**src/rtl/alarm_pkg.sv**
```systemverilog
// Shared types, widths and the snooze-target helper for the alarm bank.
package alarm_pkg;

  localparam int unsigned HOUR_W        = 5;
  localparam int unsigned MIN_W         = 6;
  localparam int unsigned SEC_W         = 6;
  localparam int unsigned HOURS_PER_DAY = 24;
  localparam int unsigned MINS_PER_HOUR = 60;

  typedef enum logic [1:0] {
    ST_DISABLED = 2'd0,
    ST_ARMED    = 2'd1,
    ST_RINGING  = 2'd2,
    ST_SNOOZED  = 2'd3
  } alarm_state_t;

  typedef struct packed {
    logic [HOUR_W-1:0] hour;
    logic [MIN_W-1:0]  minute;
  } hm_t;

  // Live time plus add_min minutes, carrying into the hour and wrapping at midnight.
  function automatic hm_t snooze_target(input logic [HOUR_W-1:0] h,
                                        input logic [MIN_W-1:0]  m,
                                        input int unsigned       add_min);
    int unsigned mm;
    int unsigned hh;
    hm_t         r;
    mm = 32'(m) + add_min;
    hh = 32'(h);
    if (mm >= MINS_PER_HOUR) begin
      mm = mm - MINS_PER_HOUR;
      hh = hh + 1;
    end
    if (hh >= HOURS_PER_DAY) begin
      hh = 0;
    end
    r.hour   = hh[HOUR_W-1:0];
    r.minute = mm[MIN_W-1:0];
    return r;
  endfunction

endpackage

```
**src/rtl/alarm_bank_channel.sv**
```systemverilog
// One alarm channel: state machine, programmed time, snooze target and counters.
module alarm_channel
  import alarm_pkg::*;
#(
  parameter int unsigned SNOOZE_MIN = 5,
  parameter int unsigned RING_SEC   = 60,
  parameter int unsigned MAX_SNOOZE = 3
) (
  input  logic              clk,
  input  logic              rst_n,
  input  logic              tick_i,
  input  logic [HOUR_W-1:0] hour_i,
  input  logic [MIN_W-1:0]  minute_i,
  input  logic              toggle_i,
  input  logic              snooze_i,
  input  logic              stop_i,
  input  logic              wr_i,
  input  logic [HOUR_W-1:0] wr_hour_i,
  input  logic [MIN_W-1:0]  wr_min_i,
  output logic              ringing_o,
  output logic              enabled_o
);

  localparam logic [7:0] RING_LAST = 8'(RING_SEC - 1);
  localparam logic [7:0] SNZ_MAX   = 8'(MAX_SNOOZE);

  alarm_state_t state_q, state_d;
  hm_t          set_q, set_d;
  hm_t          tgt_q, tgt_d;
  logic [7:0]   ring_cnt_q, ring_cnt_d;
  logic [7:0]   snz_cnt_q, snz_cnt_d;
  logic         match_q, match_d;
  logic         tmatch_q, tmatch_d;
  logic         match_edge, tmatch_edge;

  // Next-state logic: toggle outranks write, write outranks normal sequencing.
  always_comb begin
    state_d     = state_q;
    set_d       = set_q;
    tgt_d       = tgt_q;
    ring_cnt_d  = ring_cnt_q;
    snz_cnt_d   = snz_cnt_q;
    match_d     = (hour_i == set_q.hour) && (minute_i == set_q.minute);
    tmatch_d    = (hour_i == tgt_q.hour) && (minute_i == tgt_q.minute);
    match_edge  = match_d && !match_q;
    tmatch_edge = tmatch_d && !tmatch_q;

    if (toggle_i) begin
      state_d    = (state_q == ST_DISABLED) ? ST_ARMED : ST_DISABLED;
      ring_cnt_d = '0;
      snz_cnt_d  = '0;
    end else if (wr_i) begin
      if (state_q != ST_DISABLED) begin
        state_d = ST_ARMED;
      end
      ring_cnt_d = '0;
      snz_cnt_d  = '0;
    end else begin
      case (state_q)
        ST_ARMED: begin
          // A stop coinciding with the match edge suppresses the ring; match_q
          // then keeps the rest of the minute from retriggering.
          if (match_edge && !stop_i) begin
            state_d    = ST_RINGING;
            ring_cnt_d = '0;
            snz_cnt_d  = '0;
          end
        end
        ST_RINGING: begin
          if (stop_i) begin
            state_d = ST_ARMED;
          end else if (snooze_i) begin
            if (snz_cnt_q < SNZ_MAX) begin
              state_d   = ST_SNOOZED;
              snz_cnt_d = snz_cnt_q + 8'd1;
              tgt_d     = snooze_target(hour_i, minute_i, SNOOZE_MIN);
            end else begin
              state_d = ST_ARMED;
            end
          end else if (tick_i) begin
            if (ring_cnt_q == RING_LAST) begin
              state_d = ST_ARMED;
            end else begin
              ring_cnt_d = ring_cnt_q + 8'd1;
            end
          end
        end
        ST_SNOOZED: begin
          if (stop_i) begin
            state_d = ST_ARMED;
          end else if (tmatch_edge) begin
            state_d    = ST_RINGING;
            ring_cnt_d = '0;
          end
        end
        default: state_d = state_q;
      endcase
    end

    if (wr_i) begin
      set_d.hour   = wr_hour_i;
      set_d.minute = wr_min_i;
    end
  end

  // Channel registers with asynchronous reset to disabled, 00:00, counters clear.
  always_ff @(posedge clk or negedge rst_n) begin
    if (!rst_n) begin
      state_q    <= ST_DISABLED;
      set_q      <= '0;
      tgt_q      <= '0;
      ring_cnt_q <= '0;
      snz_cnt_q  <= '0;
      match_q    <= 1'b0;
      tmatch_q   <= 1'b0;
    end else begin
      state_q    <= state_d;
      set_q      <= set_d;
      tgt_q      <= tgt_d;
      ring_cnt_q <= ring_cnt_d;
      snz_cnt_q  <= snz_cnt_d;
      match_q    <= match_d;
      tmatch_q   <= tmatch_d;
    end
  end

  assign ringing_o = (state_q == ST_RINGING);
  assign enabled_o = (state_q != ST_DISABLED);

endmodule

```
**src/rtl/alarm_bank.sv**
```systemverilog
// Multi-channel alarm controller: NUM_ALARMS independent channels sharing snooze/stop.
module alarm_bank
  import alarm_pkg::*;
#(
  parameter int unsigned NUM_ALARMS = 4,
  parameter int unsigned SNOOZE_MIN = 5,
  parameter int unsigned RING_SEC   = 60,
  parameter int unsigned MAX_SNOOZE = 3
) (
  input  logic                  clk,
  input  logic                  rst_n,
  input  logic                  tick_1hz,
  input  logic [HOUR_W-1:0]     hour,
  input  logic [MIN_W-1:0]      minute,
  input  logic [SEC_W-1:0]      second,
  input  logic                  wr_en,
  input  logic [2:0]            wr_idx,
  input  logic [HOUR_W-1:0]     wr_hour,
  input  logic [MIN_W-1:0]      wr_min,
  input  logic [NUM_ALARMS-1:0] toggle_i,
  input  logic                  snooze_i,
  input  logic                  stop_i,
  output logic [NUM_ALARMS-1:0] ringing_o,
  output logic [NUM_ALARMS-1:0] enabled_o,
  output logic                  alarm_o
);

  // Seconds only matter through tick_1hz; the live value is not compared.
  logic unused_second;
  assign unused_second = ^second;

  for (genvar k = 0; k < NUM_ALARMS; k++) begin : g_ch
    logic wr_k;
    // Out-of-range indices never equal any k, so such writes are dropped.
    assign wr_k = wr_en && (wr_idx == 3'(k));

    alarm_channel #(
      .SNOOZE_MIN(SNOOZE_MIN),
      .RING_SEC  (RING_SEC),
      .MAX_SNOOZE(MAX_SNOOZE)
    ) u_ch (
      .clk      (clk),
      .rst_n    (rst_n),
      .tick_i   (tick_1hz),
      .hour_i   (hour),
      .minute_i (minute),
      .toggle_i (toggle_i[k]),
      .snooze_i (snooze_i),
      .stop_i   (stop_i),
      .wr_i     (wr_k),
      .wr_hour_i(wr_hour),
      .wr_min_i (wr_min),
      .ringing_o(ringing_o[k]),
      .enabled_o(enabled_o[k])
    );
  end

  assign alarm_o = |ringing_o;

endmodule

```
**config.mk**
```make
export PLATFORM = sky130hd
export DESIGN_NAME = alarm_bank
export DESIGN_NICKNAME = d
export VERILOG_FILES = /design/src/rtl/alarm_pkg.sv /design/src/rtl/alarm_bank_channel.sv /design/src/rtl/alarm_bank.sv
export SDC_FILE = /design/constraint.sdc
export NUM_CORES = 1
export LEC_CHECK = 0
export BUFFER_PORTS_ARGS = -buffer_cell sky130_fd_sc_hd__buf_2
export CAP_MARGIN = 20
export CORE_ASPECT_RATIO = 1.1
export CORE_UTILIZATION = 57
export CTS_CLUSTER_SIZE = 12
export DETAILED_ROUTE_END_ITERATION = 10
export GPL_TIMING_DRIVEN = 0
export PLACE_DENSITY = 0.78
export SETUP_SLACK_MARGIN = 0.1
export SYNTH_ARGS = -nofsm -noshare
export SYNTH_HDL_FRONTEND = slang
export SYNTH_HIERARCHICAL = 1
export SYNTH_SLANG_ARGS = --single-unit
```
**constraint.sdc**
```tcl
create_clock -name clk -period 2.2 [get_ports clk]
set_input_delay 0.66 -clock clk [delete_from_list [all_inputs] [get_ports clk]]
set_output_delay 0.66 -clock clk [all_outputs]
set_load 0.03 [all_outputs]
```
==> out/results.ini <==
[status]
status=finished, violations left
violations=DRC, setup timing

[drt]
drtIter0Drc=726
vias=9738
drc_errors=1
routed_wl_um=33100
wl_per_cell_um=21.5
routed_via_density=6.33
dr.pass1.iters=8
postRouteAntennaNets=0

[clocking]
cts_root_buf=clkbuf_16
clk_latency_ns=0.43
cts_buffer_depth=2
cts_made_buffers=17
cts.sinks=168
cts_tree=built
cts-htree-levels=4
ctsHoldBuffers=0
clk_pin_slew_ns=0.07

[critical_path]
cp-start-kind=primary input
slowest_delay_ns=0.40
cp.required_ns=2.56
crit_path_end_kind=register
cp_cell_sequence=buf_12 > buf_4 > xor2_1 > nor3_2 > nand3_1 > o31a_1 > or3_4 > buf_6 > or2_1 > buf_6 > buf_4 > o21ai_2
crit_slowest_cell=or3_4
arrival_ns=2.88
critical_path.max_fanout=7
critPathKind=primary input to register

[synth]
ys_seq_elements=168
synthAdderAreaFrac=0.0283
synth.avg_cell_area_um2=9.55
yosysWarnings=6
synth_edf_count=0
synthMuxAreaShare=0.0635
ys_types=77
synthSimpleGateAreaFrac=0.208
syn_area_um2=10600
syn_inst=1113
seq_area_frac_synth=0.396
synth-xor-area-share=0.0923
dominantRegCellSynth=dfrtp_1
syn-num-nets=1178
synth_compound_area_frac=0.165
async_flop_share=1.00
synth_top_family_by_area=simple AND/OR/NAND/NOR gates

[timing]
clock_skew_ns=0.0109
tightest_slew_ns=0.629
min_period_over_period=1.15
hold_viol=0
post-route-min-period_ns=2.52
max_freq_mhz=396
setup_violations=56
drv_slew=0
max_slew_margin=0.581
rsz0062_at_grt=yes
fin_setup_tns_ns=-11.13
hold_ws_ns=0.138
timing.final.ws_setup_ns=-0.324

[power_and_ir_drop]
ir_drop_mv=0.590
p_leak_nw=6.30
power.density_nw_per_um2=765

[grt]
antenna_found_initial=0
grt_usage=0.315
grt_pass1_vias=9261
grt_pass1_wl_um=48100
grt_max_degree=115
overflow=0

[floorplan]
die_w_um=132
ioPinCount=50
start_util=0.579
placeableCoreArea_um2=18300
die_y_um=145
dieArea_um2=19200
rows=52

[final_layout]
most-common-layout-cells=dfrtp_1 (162), nand2_1 (115), buf_4 (105), xor2_1 (51), mux2_2 (47)
drive_gt1_frac=0.389
final_common_cell=dfrtp_1
fin_nets=1347
syn2layout_area_growth_pct=35.8
diodes=0

[place]
io_buffers=38
post-place-ws_ns=-1.39
gp_congestion=0.829
dp_hpwl_um=17300

[flow_run]
cap_violations=0

[hold_path]
worst_hold_path_type=primary input to asynchronous set/reset pin

report_power, final:
group          internal (mW)  switching [mW]  leakage, nW
Clock                   1.83            1.32        0.283
Combinational           1.81            1.95         3.81
Sequential              3.64           0.489         2.21
Total                   7.28            3.76         6.30
worst max-delay path, delay by kind of cell:
kind            cells  cell delay [ns]
compound gates      2             0.43
xor+xnor            1             0.16
simple gates        4             0.95
buf+inv             5             0.68
path summary, 6_finish.rpt:
kind	depth (start not counted)	end	from	slack (ns)
min in group clk	2	g_ch[0].u_ch/state_q[0]	toggle_i[0]	0.48
min	1	g_ch[1].u_ch/ring_cnt_q[2]	rst_n	0.14
max in group asynchronous	2	g_ch[0].u_ch/set_q[6]	rst_n	1.08
min reg2reg	2	g_ch[2].u_ch/tgt_q[0]	g_ch[2].u_ch/tgt_q[0]	0.50
max	12	g_ch[0].u_ch/ring_cnt_q[3]	minute[3]	-0.32
max reg2reg	10	g_ch[0].u_ch/ring_cnt_q[3]	g_ch[0].u_ch/tgt_q[0]	-0.31
kinds of logic (layout without fill, tap and decap cells):
family,count (synthesis),after routing
AOI/OAI and AO/OA,246,248
xor gates and xnor gates,112,112
adders and majority gates,24,24
buffers and inverters,90,270
DFF,168,168
muxes,61,61
and+or+nand+nor,412,412
registers in the layout, indices dropped and copies added (netlist names):
register / flops
g_ch.u_ch/state_q: 8
g_ch.u_ch/ring_cnt_q: 32
g_ch.u_ch/tgt_q: 44
g_ch.u_ch/snz_cnt_q: 32
g_ch.u_ch/tmatch_q: 4
g_ch.u_ch/set_q: 44
g_ch.u_ch/match_q: 4
timing repair:
action | CTS | global route
cloned | 6 | 1
setup endpoints to repair | 113 | 103
hold endpoints to repair | 0 | 0
pin swaps | 73 | 70
gates resized for setup | 153 | 113
buffers inserted | 76 | 37
cells in the mapped netlist, drive strengths merged (4+ instances only):
cell type  count  area, um2
nor2          48        185
o21a          13       97.6
and3          24        151
a31o           5       43.8
nand2        123        469
or4            4       30.0
o31ai         19        203
mux2          48        544
o2111ai        7       61.3
nor4b         11        103
o21ai         89        464
nand3         54        270
xor2          56        490
nor2b         18        113
ha            24        300
nor3b         10       75.1
a21oi         32        168
a22o           4       35.0
o211ai         6       45.0
or2           11       68.8
clkbuf        26        101
or3            7       43.8
nand2b        18        115
nand4         14       87.6
o211a          7       70.1
buf           43        319
a31oi         10       62.6
a22oi          7       52.6
o22ai          5       31.3
nor4          12        113
nor3          19        115
and2          31        196
xnor2         56        490
dfrtp        168       4200
a21boi         7       52.6
a41oi          9        116
mux2i         13        130
inv           21       78.8
o31a           6       52.6
through the flow:
step	power, mW	instance area [um2]	utilization	std cells
6_report	11.0	14400	0.786	1538
5_1_grt	11.5	14400	0.786	1538
4_1_cts	10.5	13700	0.746	1508
3_5_place_dp	6.80	11700	0.639	1395
3_3_place_gp	6.70	11700	0.637	1394
2_1_floorplan	6.10	11200	-	1113
final cells by class:
| cell class | count | area, um2 |
|---|---|---|
| plain buffers | 64 | 634 |
| flip-flops and latches | 168 | 4210 |
| inverters | 21 | 91.3 |
| multi-input cells | 857 | 7190 |
| fillers | 1067 | 3920 |
| clock inverters | 13 | 168 |
| well taps | 243 | 304 |
| repair buffers | 153 | 1380 |
| clock buffers | 19 | 443 |
per-layer routing:
| metal | track usage | vias up | part of all wire |
|---|---|---|---|
| met5 | 0 | - | 0 |
| met2 | 0.519 | 469 | 0.50 |
| met4 | 0.112 | 0 | 0.044 |
| met1 | 0.414 | 4801 | 0.38 |
| li1 | - | 4341 | - |
| met3 | 0.0597 | 127 | 0.073 |
No activity file was read; power rests on OpenSTA's default activity.
